===== config.mk =====
export PLATFORM = sky130hd
export DESIGN_NAME = bus_perm2
export DESIGN_NICKNAME = d
export VERILOG_FILES = /design/src/rtl/bus_perm2_pkg.sv /design/src/rtl/bus_perm2_swap.sv /design/src/rtl/bus_perm2.sv
export SDC_FILE = /design/constraint.sdc
export NUM_CORES = 1
export LEC_CHECK = 0
export BUFFER_PORTS_ARGS = -buffer_cell sky130_fd_sc_hd__buf_2
export CAP_MARGIN = 20
export CORE_UTILIZATION = 35
export CTS_BUF_LIST = sky130_fd_sc_hd__clkbuf_4 sky130_fd_sc_hd__clkbuf_8
export DETAILED_ROUTE_END_ITERATION = 8
export PLACE_DENSITY_LB_ADDON = 0.1
export SLEW_MARGIN = 20
export SYNTH_ARGS = -nofsm -noshare
export SYNTH_HDL_FRONTEND = slang
export SYNTH_SLANG_ARGS = --single-unit

===== constraint.sdc =====
create_clock -name clk -period 0.8 [get_ports clk]
set_input_delay 0.16 -clock clk [delete_from_list [all_inputs] [get_ports clk]]
set_output_delay 0.16 -clock clk [all_outputs]
set_load 0.005 [all_outputs]

===== src/rtl/bus_perm2_pkg.sv =====
// ---------------------------------------------------------------------------
// bus_perm2_pkg
// Shared constants and helpers for the 8-lane bus permutator.
//   LANES        : number of lanes moved by the network
//   STAGES       : number of switch stages
//   SW_PER_STAGE : 2x2 switches per stage
//   STRIDE       : lane distance between the two inputs of a switch, per stage
//   pair_of()    : lane pair (a,b) handled by switch k of stage s
// ---------------------------------------------------------------------------
package bus_perm2_pkg;

    localparam int LANES        = 8;
    localparam int STAGES       = 4;
    localparam int SW_PER_STAGE = 4;
    localparam int CTRL_W       = STAGES * SW_PER_STAGE;

    localparam int STRIDE [STAGES] = '{1, 2, 4, 1};

    typedef struct packed {
        logic [2:0] a;
        logic [2:0] b;
    } lane_pair_t;

    // Switches are numbered in ascending order of their lower lane: within
    // each block of 2*stride lanes the first 'stride' lanes pair upward.
    function automatic lane_pair_t pair_of(input int stage, input int sw);
        int         st;
        int         lo;
        lane_pair_t p;
        st   = STRIDE[stage];
        lo   = (sw / st) * (2 * st) + (sw % st);
        p.a  = 3'(lo);
        p.b  = 3'(lo + st);
        return p;
    endfunction

endpackage


===== src/rtl/bus_perm2_swap.sv =====
// ---------------------------------------------------------------------------
// bus_perm2_swap
// One 2x2 lane switch. Lanes are moved whole, never modified.
//   a, b  : input lanes
//   sel   : 1 = swap (y0=b, y1=a), 0 = pass (y0=a, y1=b)
//   y0,y1 : output lanes
// ---------------------------------------------------------------------------
module bus_perm2_swap #(
    parameter int LANE_W = 4
) (
    input  logic [LANE_W-1:0] a,
    input  logic [LANE_W-1:0] b,
    input  logic              sel,
    output logic [LANE_W-1:0] y0,
    output logic [LANE_W-1:0] y1
);

    // Pass or cross the two lanes.
    always_comb begin
        y0 = a;
        y1 = b;
        if (sel) begin
            y0 = b;
            y1 = a;
        end else begin
            y0 = a;
            y1 = b;
        end
    end

endmodule


===== src/rtl/bus_perm2.sv =====
// ---------------------------------------------------------------------------
// bus_perm2
// 8-lane bus permutator: four stages of 2x2 swap switches (strides 1,2,4,1)
// steered by a 16-bit control word, followed by an output register.
// Control bit 4*s+k drives switch k of stage s.
//   clk     : rising-edge clock
//   rst_n   : asynchronous active-low reset, clears all registers
//   control : switch settings, may change every cycle
//   din     : packed lane array, din[i] is lane i
//   dout    : permuted lanes, registered
// Build option BUSPERM2_PIPE_EN: inserts a register bank after stage 1
// (lanes plus control[15:8]), raising latency from 1 to 2 cycles.
// ---------------------------------------------------------------------------
module bus_perm2
    import bus_perm2_pkg::*;
#(
    parameter int LANE_W = 4
) (
    input  logic                          clk,
    input  logic                          rst_n,
    input  logic [CTRL_W-1:0]             control,
    input  logic [LANES-1:0][LANE_W-1:0]  din,
    output logic [LANES-1:0][LANE_W-1:0]  dout
);

    logic [CTRL_W-1:0]            ctrl_eff_s;
    logic [LANES-1:0][LANE_W-1:0] dout_r;

`ifdef BUSPERM2_PIPE_EN
    logic [LANE_W-1:0]            mid_r [LANES];
    logic [CTRL_W/2-1:0]          ctrl_hi_r;

    // Stages 2 and 3 see the control bits captured alongside their lanes.
    assign ctrl_eff_s = {ctrl_hi_r, control[CTRL_W/2-1:0]};
`else
    assign ctrl_eff_s = control;
`endif

    for (genvar s = 0; s < STAGES; s++) begin : g_stage
        logic [LANE_W-1:0]       lin_s  [LANES];
        logic [LANE_W-1:0]       lout_s [LANES];
        logic [SW_PER_STAGE-1:0] sel_s;

        assign sel_s = ctrl_eff_s[SW_PER_STAGE*s +: SW_PER_STAGE];

        if (s == 0) begin : g_src_in
            for (genvar i = 0; i < LANES; i++) begin : g_lane
                assign lin_s[i] = din[i];
            end
`ifdef BUSPERM2_PIPE_EN
        end else if (s == 2) begin : g_src_pipe
            for (genvar i = 0; i < LANES; i++) begin : g_lane
                assign lin_s[i] = mid_r[i];
            end
`endif
        end else begin : g_src_prev
            for (genvar i = 0; i < LANES; i++) begin : g_lane
                assign lin_s[i] = g_stage[s-1].lout_s[i];
            end
        end

        for (genvar k = 0; k < SW_PER_STAGE; k++) begin : g_sw
            localparam lane_pair_t PAIR = pair_of(s, k);
            bus_perm2_swap #(
                .LANE_W (LANE_W)
            ) u_swap (
                .a   (lin_s[PAIR.a]),
                .b   (lin_s[PAIR.b]),
                .sel (sel_s[k]),
                .y0  (lout_s[PAIR.a]),
                .y1  (lout_s[PAIR.b])
            );
        end
    end

`ifdef BUSPERM2_PIPE_EN
    // Mid-network pipeline bank: stage-1 lanes and the upper control half.
    always_ff @(posedge clk or negedge rst_n) begin
        if (!rst_n) begin
            for (int i = 0; i < LANES; i++) begin
                mid_r[i] <= '0;
            end
            ctrl_hi_r <= '0;
        end else begin
            for (int i = 0; i < LANES; i++) begin
                mid_r[i] <= g_stage[1].lout_s[i];
            end
            ctrl_hi_r <= control[CTRL_W-1:CTRL_W/2];
        end
    end
`endif

    // Output register capturing the last stage.
    always_ff @(posedge clk or negedge rst_n) begin
        if (!rst_n) begin
            dout_r <= '0;
        end else begin
            for (int i = 0; i < LANES; i++) begin
                dout_r[i] <= g_stage[STAGES-1].lout_s[i];
            end
        end
    end

    assign dout = dout_r;

endmodule


# == Word level (Yosys, flattened, before mapping) ==
# Index checks and enable logic that the tools add are counted.
# op_classes
muxes,32
# op_table
op,n
$mux 4,32
# totals
regBits,32
inputBits,50
out_inout_bits,32
word_cells,40

# == Depth between registers and ports, before layout ==
# depth
word_depth,4
mapped_depth,4
mapped_depth_nobuf,3

# == Hierarchy ==
# From an unflattened synthesis, not the netlist that was laid out.
# hier_totals
cells_unflattened,176
hier_area_um2,2902.8
# by_module_without_submodules
module,n_inst,cells_per_inst,area_each_um2,seq_area_each_um2
bus_perm2_swap,16,9,131.4,0.0
bus_perm2,1,32,800.8,800.8

# == Worst setup path before layout ==
# Ideal clock, no wire load.
# synth_timing
path_kind,input-to-reg
start,input control[2]
end,register dout_r (netlist bit dout[28])
setup_ns,0.136
arrival_time_ns,0.962
t_required_ns,0.664
path_slack_ns,-0.298
stages,4
path_buffers,1
path_cell_list,buf_6 -> mux2_4 -> a221oi_1 -> a32oi_1
# synth_via
elab_chain_len,4
word_cells_on_any_way,7
classes_between,mux: 7
# synth_lines
item,line,text
from (decl),bus_perm2.sv:21,"input logic [CTRL_W-1:0] control,"
$mux 4 (3 in a row),bus_perm2_swap.sv:22,if (sel) begin
$mux 4 *,bus_perm2_swap.sv:22,
via g_stage[3].g_sw[3].u_swap.y1[0],bus_perm2_swap.sv:15,output logic [LANE_W-1:0] y1
"to (signal, indexed assignment)",bus_perm2.sv:99,dout_r[i] <= g_stage[STAGES-1].lout_s[i];
to (decl),bus_perm2.sv:27,logic [LANES-1:0][LANE_W-1:0] dout_r;
# Mark *: on every way through the listed nets, which the timed path passes. The rest lies on a longest branch.

# == Final worst setup path ==
# layout_timing
start,register dout_r (netlist bit dout[23])
end,output dout[23] in the netlist's numbering
# layout_rtl
item,line,text
to (decl),bus_perm2.sv:23,output logic [LANES-1:0][LANE_W-1:0] dout
# No word-level cell between the ends.

==> flow_summary.yaml <==
cells_and_area:
  area_growth_syn_to_layout_pct: 59.5
  utilization: 0.590
  drive_above_1_share: 0.764
  design_area_um2: 3830
  instances_no_fill: 399
  fillerInstances: 546
  num-nets-final: 371
  diodes: 0
  largest_reg_flops: 32
drt:
  drt-vias-per-instance: 6.71
  drt-total-wl_um: 9110
  ant_nets: 0
  vias: 2676
  post-route-drc-count: 2
  wire_per_inst_um: 22.8
  firstDrtPassIters: 7
  drt_iter0_drc: 226
floorplan:
  chipHeight_um: 84.9
  die-area_um2: 7200
  io_pins: 82
  die_x_um: 84.9
  initial_core_util: 0.370
  num_rows: 29
  core_um2: 6490
synth:
  ys.warnings.count: 0
  synthCells: 224
  synthSimpleGateAreaFrac: 0.0791
  netlist_area_um2: 2400
  avgSynthCellArea_um2: 10.7
  synth_compound_gate_area_share: 0.383
  muxShareOfSynthArea: 0.164
  synthXorXnorAreaFrac: 0
  ys_types: 19
  synthAdderAreaFrac: 0
  synth_top_family_by_area: "compound AO/OA/AOI/OAI gates"
  ys_seq_elements: 32
  yosysSeqAreaShare: 0.333
  mappedNetlistNets: 274
worst_setup_path:
  crit_buf_inv: 1
  critPathKind: "reg2out"
  critPathLaunchType: "flip-flop"
  path_depth: 1
  cp.arrival_ns: 0.79
  cpPeakStageDelay_ns: 0.37
  path_cells: "buf_2"
  crit_path_end_kind: "output port"
  cp_slowest_cell: "dfrtp_1"
  cp_top_family: "flip-flops"
  cp.required_ns: 0.64
  path_max_fanout: 1
grt:
  grt_max_degree: 33
  grt_overflow: 0
  antenna_found_initial: 0
  grt_usage: 0.260
  grt_pass1_wl_um: 14100
  first_global_vias: 2608
power:
  ir_worst_vdd_mv: 0.722
  power.density_nw_per_um2: 1510
  cellLeakagePower_nw: 1.59
clock_tree:
  post_cts_buffers: 0
  cts_tree: "built"
  cts_sinks: 32
  htreeDepth: 2
  path_clk_slew_ns: 0.08
  cts_root_buffer: "clkbuf_8"
  numCtsBuffers: 5
  clock_path_buffers: 2
timing:
  drv_slew: 0
  final-hold-violation-count: 0
  worst_pin_slew_ns: 0.340
  finalCritPeriodShare: 1.19
  slew_headroom: 0.773
  final-setup-viol-count: 64
  rsz0062_at_grt: "true"
  period_needed_ns: 0.951
  setup_slack_ns: -0.151
  max_freq_mhz: 1050
placement:
  place.detailed.hpwl_um: 6450
  io_buffers: 81
  dpl-instance-area_um2: 3220
  gp_congestion: 0.889
  placed_cells: 390
job:
  drv_cap: 0
worst_hold_path:
  worst_hold_path_type: "in2reg"
  min_path_cells: 2
run_status:
  run_status: "complete, but fails checks"
  violations: "design-rule violations, negative setup slack"
==> worst paths after layout <==
| check | startpoint | to |
|---|---|---|
| max | dout[23] | dout[23] |
| min | control[15] | dout[28] |
| max in group asynchronous | rst_n | dout[15] |
| min in group asynchronous | rst_n | dout[6] |
==> timing repair <==
item                       4_1_cts  5_1_grt
setup endpoints to repair       64       64
pin swaps                       29        5
gates resized for setup         94       22
hold endpoints to repair        32        0
hold buffers                     1        0
==> through the flow <==
step / hold slack [ns] / total power, mW / worst slack, ns / TNS (ns)
after global routing: 0.201 / 6.02 / -0.177 / -7.70
after CTS: 0.180 / 5.70 / -0.162 / -5.82
after detailed placement: 0.130 / 3.68 / -0.596 / -16.64
after floorplan: -0.136 / 2.96 / -0.286 / -8.73
final: 0.187 / 5.79 / -0.151 / -6.18
after global placement: 0.129 / 3.67 / -0.589 / -16.52
==> cells in the final DEF (no fill, tap or decap) <==
master / instances
and2_1: 1
buf_2: 73
a22oi_1: 3
buf_12: 5
nor2_4: 3
and2_4: 2
mux2_4: 31
nor2b_2: 2
dfrtp_1: 32
nor2b_4: 7
nor2b_1: 2
and2b_1: 1
buf_4: 21
bufinv_16: 1
and2_2: 5
dlygate4sd3_1: 1
buf_6: 1
mux2_2: 1
clkbuf_8: 7
and2b_2: 3
a32oi_2: 1
a32oi_1: 31
nor2_1: 1
inv_1: 4
nor2_2: 4
and2b_4: 1
buf_8: 1
a221oi_2: 31
a221oi_4: 1
a22oi_2: 45
==> synthesized netlist by cell type, drive strengths merged <==
cell | count | share of area
a22oi | 48 | 0.15
dfrtp | 32 | 0.33
clkbuf | 3 | 0.0052
and2b | 5 | 0.016
a32oi | 32 | 0.12
inv | 4 | 0.0062
a221oi | 32 | 0.12
and2 | 8 | 0.022
mux2 | 32 | 0.16
buf | 9 | 0.029
nor2 | 8 | 0.012
nor2b | 11 | 0.029
==> area by class of cell <==
| type | count | area, µm² | area share |
|---|---|---|---|
| clock inverter | 1 | 30.0 | 0.00783 |
| inverter | 4 | 15.0 | 0.00392 |
| tap | 77 | 96.3 | 0.0251 |
| sequential | 32 | 801 | 0.209 |
| timing repair buffer | 102 | 659 | 0.172 |
| multi-input combinational | 176 | 2140 | 0.557 |
| clock buffer | 7 | 96.3 | 0.0251 |
==> power by group <==
| group | leakage [nW] | switching, mW | internal (mW) | total, mW |
|---|---|---|---|---|
| sequential | 0.373 | 0.0419 | 1.82 | 1.86 |
| combinational | 1.15 | 1.18 | 0.991 | 2.17 |
| clock | 0.0645 | 0.662 | 1.10 | 1.76 |
==> layer usage <==
layer  share of wire  GRT usage  vias up
li1                -          -     1179
met1            0.44      0.341     1339
met2            0.48      0.421      142
met3           0.055     0.0428       16
met4           0.021      0.122        0
met5               0          0        -
==> kinds of logic (layout without fill, tap and decap cells) <==
group / Yosys count / after routing
flip-flops: 32 / 32
buffers and inverters: 16 / 114
AND/OR/NAND/NOR: 32 / 32
multiplexers: 32 / 32
AO/OA/AOI/OAI: 112 / 112
Note: power is estimated with default switching activity, not from simulation.
